$ cat config.mk
export PLATFORM = sky130hd
export DESIGN_NAME = pc_fetch_sequencer
export DESIGN_NICKNAME = d
export VERILOG_FILES = /design/src/rtl/pc_fetch_sequencer.sv
export SDC_FILE = /design/constraint.sdc
export NUM_CORES = 1
export LEC_CHECK = 0
export ABC_AREA = 1
export BUFFER_PORTS_ARGS = -buffer_cell sky130_fd_sc_hd__buf_4
export CAP_MARGIN = 40
export CORE_AREA = 2 2 124 126
export DETAILED_ROUTE_END_ITERATION = 16
export DIE_AREA = 0 0 126 128
export MAX_ROUTING_LAYER = met4
export PLACE_DENSITY = 0.87
export SETUP_SLACK_MARGIN = 0.3
export SLEW_MARGIN = 25
export SYNTH_ARGS = -nofsm -noshare
export SYNTH_HDL_FRONTEND = slang
export SYNTH_SLANG_ARGS = --single-unit
$ cat constraint.sdc
create_clock -name clk -period 2.2 [get_ports clk]
set_clock_uncertainty 0.05 [all_clocks]
set_input_delay 0.33 -clock clk [delete_from_list [all_inputs] [get_ports clk]]
set_output_delay 0.33 -clock clk [all_outputs]
set_load 0.02 [all_outputs]
$ cat src/rtl/pc_fetch_sequencer.sv
// PC and instruction-fetch sequencer: one outstanding imem fetch, issue to decode,
// redirect/squash, halt/resume and an accepted-instruction counter.
module pc_fetch_sequencer #(
  parameter int unsigned          ADDR_W       = 32,
  parameter logic [ADDR_W-1:0]    RESET_VECTOR = '0,
  parameter int unsigned          PC_STEP      = 4
) (
  input  logic              clk,
  input  logic              rst,
  output logic              imem_req,
  output logic [ADDR_W-1:0] imem_addr,
  input  logic              imem_ack,
  input  logic [31:0]       imem_rdata,
  output logic              inst_valid,
  output logic [31:0]       inst_out,
  output logic [ADDR_W-1:0] inst_pc,
  input  logic              inst_ready,
  input  logic              redirect_valid,
  input  logic [ADDR_W-1:0] redirect_addr,
  input  logic              halt_req,
  input  logic              resume,
  output logic              halted,
  output logic [31:0]       fetch_count
);

  localparam logic [1:0] S_BOOT  = 2'd0;
  localparam logic [1:0] S_FETCH = 2'd1;
  localparam logic [1:0] S_ISSUE = 2'd2;
  localparam logic [1:0] S_HALT  = 2'd3;

  logic [1:0]        state, state_n;
  logic [ADDR_W-1:0] pc, pc_n;
  logic              squash, squash_n;
  logic              imem_req_n;
  logic [ADDR_W-1:0] imem_addr_n;
  logic              inst_valid_n;
  logic [31:0]       inst_out_n;
  logic [ADDR_W-1:0] inst_pc_n;
  logic              halted_n;
  logic [31:0]       fetch_count_n;
  logic [ADDR_W-1:0] target;

  assign target = redirect_addr & ~ADDR_W'(3);

  always_ff @(posedge clk) begin
    if (rst) begin
      state       <= S_BOOT;
      pc          <= RESET_VECTOR;
      squash      <= 1'b0;
      imem_req    <= 1'b0;
      imem_addr   <= '0;
      inst_valid  <= 1'b0;
      inst_out    <= '0;
      inst_pc     <= '0;
      halted      <= 1'b0;
      fetch_count <= '0;
    end else begin
      state       <= state_n;
      pc          <= pc_n;
      squash      <= squash_n;
      imem_req    <= imem_req_n;
      imem_addr   <= imem_addr_n;
      inst_valid  <= inst_valid_n;
      inst_out    <= inst_out_n;
      inst_pc     <= inst_pc_n;
      halted      <= halted_n;
      fetch_count <= fetch_count_n;
    end
  end

  // Next-state and next-register values; a redirect always overrides the sequential pc.
  always_comb begin
    state_n       = state;
    pc_n          = pc;
    squash_n      = squash;
    imem_req_n    = imem_req;
    imem_addr_n   = imem_addr;
    inst_valid_n  = inst_valid;
    inst_out_n    = inst_out;
    inst_pc_n     = inst_pc;
    halted_n      = halted;
    fetch_count_n = fetch_count;

    case (state)
      S_BOOT: begin
        if (redirect_valid) pc_n = target;
        state_n     = S_FETCH;
        imem_req_n  = 1'b1;
        imem_addr_n = pc_n;
      end

      S_FETCH: begin
        if (!imem_req) begin
          // Gap cycle after a squashed completion: launch the refetch.
          if (redirect_valid) pc_n = target;
          imem_req_n  = 1'b1;
          imem_addr_n = pc_n;
        end else if (imem_ack) begin
          imem_req_n = 1'b0;
          if (squash || redirect_valid) begin
            squash_n = 1'b0;
            if (redirect_valid) pc_n = target;
          end else begin
            inst_out_n   = imem_rdata;
            inst_pc_n    = pc;
            inst_valid_n = 1'b1;
            state_n      = S_ISSUE;
          end
        end else if (redirect_valid) begin
          pc_n     = target;
          squash_n = 1'b1;
        end
      end

      S_ISSUE: begin
        if (inst_ready || redirect_valid) begin
          inst_valid_n = 1'b0;
          if (inst_ready) begin
            fetch_count_n = fetch_count + 32'd1;
            pc_n          = pc + ADDR_W'(PC_STEP);
          end
          if (redirect_valid) pc_n = target;
          if (halt_req) begin
            state_n  = S_HALT;
            halted_n = 1'b1;
          end else begin
            state_n     = S_FETCH;
            imem_req_n  = 1'b1;
            imem_addr_n = pc_n;
          end
        end
      end

      S_HALT: begin
        if (redirect_valid) pc_n = target;
        if (resume) begin
          state_n     = S_FETCH;
          halted_n    = 1'b0;
          imem_req_n  = 1'b1;
          imem_addr_n = pc_n;
        end
      end

      default: state_n = S_BOOT;
    endcase
  end

endmodule
==> out/summary.json <==
{
  "run_status": {
    "status": "finished clean"
  },
  "critical_path": {
    "path_delay_family": "simple AND/OR/NAND/NOR gates",
    "worst_ep_arrival_time_ns": 2.16,
    "worst-path-buf-inv": 4,
    "cp_data_required_time_ns": 2.47,
    "critical-path-slowest-cell": "dfxtp_4",
    "path_class": "reg2reg",
    "cp_startpoint_kind": "register",
    "crit_path_max_fanout": 7,
    "crit_path_end_kind": "register",
    "path_cells": "inv_4 > ha_4 > nand2_4 > nor2_4 > nor2_4 > nand2_4 > a21oi_4 > buf_6 > clkbuf_16 > nand3_1 > nand2_1 > inv_1",
    "timing.critical_path.slowest_cell_delay_ns": 0.39
  },
  "power": {
    "power.leakage_nw": 4.94,
    "power.combinational.fraction_pct": 16.4,
    "power_switching_share_pct": 29.1,
    "cell_internal_pwr_mw": 5.25,
    "seq_power_share_pct": 44.9,
    "power_per_cell_area_nw_per_um2": 706,
    "clkPwrFrac_pct": 38.7,
    "power.switching_mw": 2.15,
    "ir_drop_v": 0.000547
  },
  "placement": {
    "gp_routability_congestion": 0.962,
    "detailed_place_hpwl_um": 15900,
    "dpl.cell_count": 1496,
    "portBuffers": 199,
    "placed_cell_area_um2": 9420
  },
  "floorplan": {
    "design.core.area_um2": 14900,
    "boundary_pin_count": 202,
    "initial_util_pct": 52.1,
    "floorplan.die.width_um": 126,
    "vertical_die_dimension_um": 128,
    "die_footprint_um2": 16100,
    "rows": 45
  },
  "global_routing": {
    "overflow": 0,
    "grt_start_max_net_pins": 111,
    "grt_pass1_wl_um": 36800,
    "gr-usage-all-layers_pct": 28.7,
    "first_global_vias": 7757,
    "antenna_violations_before_repair": 0
  },
  "final_layout": {
    "layout-drive-gt1-share_pct": 25.0,
    "num-nets-final": 1425,
    "layout.cells.most_common_list": "buf_4 (224), nand2_1 (181), nor2_1 (166), dfxtp_1 (157), o21ai_0 (147)",
    "insertedDiodeCount": 0,
    "layout_commonest_cell": "buf_4",
    "filler_cell_count": 1175,
    "finish.instance_area_um2": 10500,
    "final_core_util_pct": 70.5,
    "final_cells": 1550,
    "areaGrowthSynthToFinish_pct": 35.3
  },
  "route": {
    "drt_pre_antenna_iters": 8,
    "drt.antenna.violating_nets": 0,
    "vias_per_inst": 5.55,
    "remaining_drc_errors": 0,
    "drt-initial-drc-count": 831,
    "num_vias": 8607,
    "wl_um": 24400,
    "wl_per_cell_um": 15.8
  },
  "clock_tree": {
    "numClockSinks": 166,
    "cts_hold_repair.buffers": 0,
    "cts_inserted_buffers": 17,
    "clk_transition_reported_paths_ns": 0.07,
    "insertion_delay_of_the_later_clocked_pin_in_the_worst_skew_pair_ns": 0.43,
    "max-clock-path-buffers": 2,
    "cts_root_buf": "clkbuf_16",
    "cts.htree.levels": 4,
    "clock_tree_from_tritoncts": "yes"
  },
  "timing": {
    "finalHoldViolCount": 0,
    "max_freq_mhz": 529,
    "layout_worst_path_cycle_share_pct": 85.9,
    "finalCriticalPeriod_ns": 1.89,
    "setup-violations-final": 0,
    "max-slew-margin-rel_pct": 55.4,
    "worst_slew_pin_slew_ns": 0.670,
    "grt_setup_unrepaired": "true",
    "drv_slew": 0,
    "final.setup.tns_ns": 0
  },
  "logic_synthesis": {
    "yosysWarningCount": 0,
    "synth_cells": 1145,
    "post_synth_main_area_contributors": "dfxtp_1 (43%), o21ai_0 (9.8%), nand2_1 (9.2%)",
    "synthDominantCellAreaShare_pct": 42.9,
    "syn-cell-area_um2": 7750,
    "ys_seq_area_share_pct": 42.9,
    "synth_seq_cells": 166,
    "synth_top_area_cell": "dfxtp_1",
    "synth_cell_type_count": 35,
    "synth_fp_nets": 1221,
    "post_synth.cell_area_avg_um2": 6.77
  },
  "job": {
    "cap_violations": 0
  },
  "min_path": {
    "hold_class": "in2reg"
  }
}
==> synthesized netlist by cell type <==
cell type,number
a211oi_1,1
a21boi_0,1
a21oi_1,99
a21oi_4,1
a221oi_1,1
a31oi_1,1
buf_1,5
buf_2,15
buf_4,3
clkbuf_1,30
clkbuf_2,1
dfxtp_1,166
ha_1,5
inv_1,130
inv_2,5
nand2_1,189
nand2_2,2
nand2_4,1
nand3_1,83
nand3_2,3
nand3b_1,1
nand4_1,17
nor2_1,183
nor2_2,9
nor2_4,2
nor2b_1,1
nor3_1,17
nor3_4,1
nor4_1,1
o211ai_1,4
o21a_1,1
o21ai_0,151
o21ai_1,5
xnor2_1,1
xor2_1,9
==> layer usage <==
layer,GRT usage (%),share of wire (%),vias to the layer above
li1,-,-,4125
met1,36.6,41,3957
met2,45.9,48,474
met3,5.80,9.6,51
met4,9.89,1.9,0
met5,-,0,-
==> state kept, by name (all words and copies together) (netlist names) <==
register,flops
pc,32
imem_addr,32
fetch_count,32
state,2
inst_out,32
squash,1
inst_valid,1
halted,1
imem_req,1
inst_pc,32
==> worst min-delay path: stages <==
cell,delay (ns)
buf_4,0.08
nor2_1,0.03
nor2_1,0.08
==> cells by family (layout without fill, tap and decap cells) <==
kind of cell	after synthesis	after routing	share of synthesized area, %
xor gates and xnor gates	10	10	1.13
and+or+nand+nor	510	511	28.0
buffers and inverters	189	405	9.56
DFF	166	166	42.9
adders and majority gates	5	5	0.808
AOI/OAI and AO/OA	265	265	17.6
==> stage by stage <==
stage | setup slack (ns) | power (mW) | hold WS [ns]
after floorplan | 0.375 | 3.98 | 0.391
after global placement | 0.0772 | 4.42 | 0.399
after detailed placement | 0.0224 | 4.45 | 0.409
after CTS | 0.285 | 7.28 | 0.0572
after global routing | 0.190 | 7.67 | 0.0684
final | 0.310 | 7.40 | 0.0650
==> repair_timing <==
action / 4_1_cts / 5_1_grt
pin swaps: 1 / 18
setup buffers: 2 / 15
endpoints found under the setup margin: 66 / 129
resized for setup: 13 / 74
cloned: 0 / 5
==> path summary, 6_finish.rpt <==
kind | from | to | slack (ns) | cells past startpoint
worst min register to register | halted$_SDFFE_PP0P_ | halted$_SDFFE_PP0P_ | 0.42 | 2
worst min-delay path | imem_rdata[22] | inst_out[22]$_SDFFE_PP0P_ | 0.06 | 3
worst max register to register | state[0]$_SDFFE_PP0P_ | imem_addr[25]$_SDFFE_PP0P_ | 0.31 | 12
worst max-delay path | state[0]$_SDFFE_PP0P_ | imem_addr[25]$_SDFFE_PP0P_ | 0.31 | 12
==> area by class of cell <==
cell class / instances / area (µm²) / area share, %
Clock buffer: 18 / 429 / 4.09
Sequential cell: 166 / 3340 / 31.8
Clock inverter: 14 / 123 / 1.17
Timing Repair Buffer: 238 / 1910 / 18.2
Tap cell: 188 / 235 / 2.24
Multi-Input combinational cell: 791 / 3920 / 37.4
Inverter: 135 / 529 / 5.05
==> power groups by stage <==
stage / Sequential [mW] / Combinational, mW / Clock, mW
final: 3.32 / 1.22 / 2.86
after global placement: 3.37 / 1.06 / 0
after floorplan: 3.49 / 0.490 / 0
after detailed placement: 3.37 / 1.08 / 0
after CTS: 3.31 / 1.10 / 2.88
after global routing: 3.34 / 1.32 / 3.01
(Power assumes the default switching activity.)
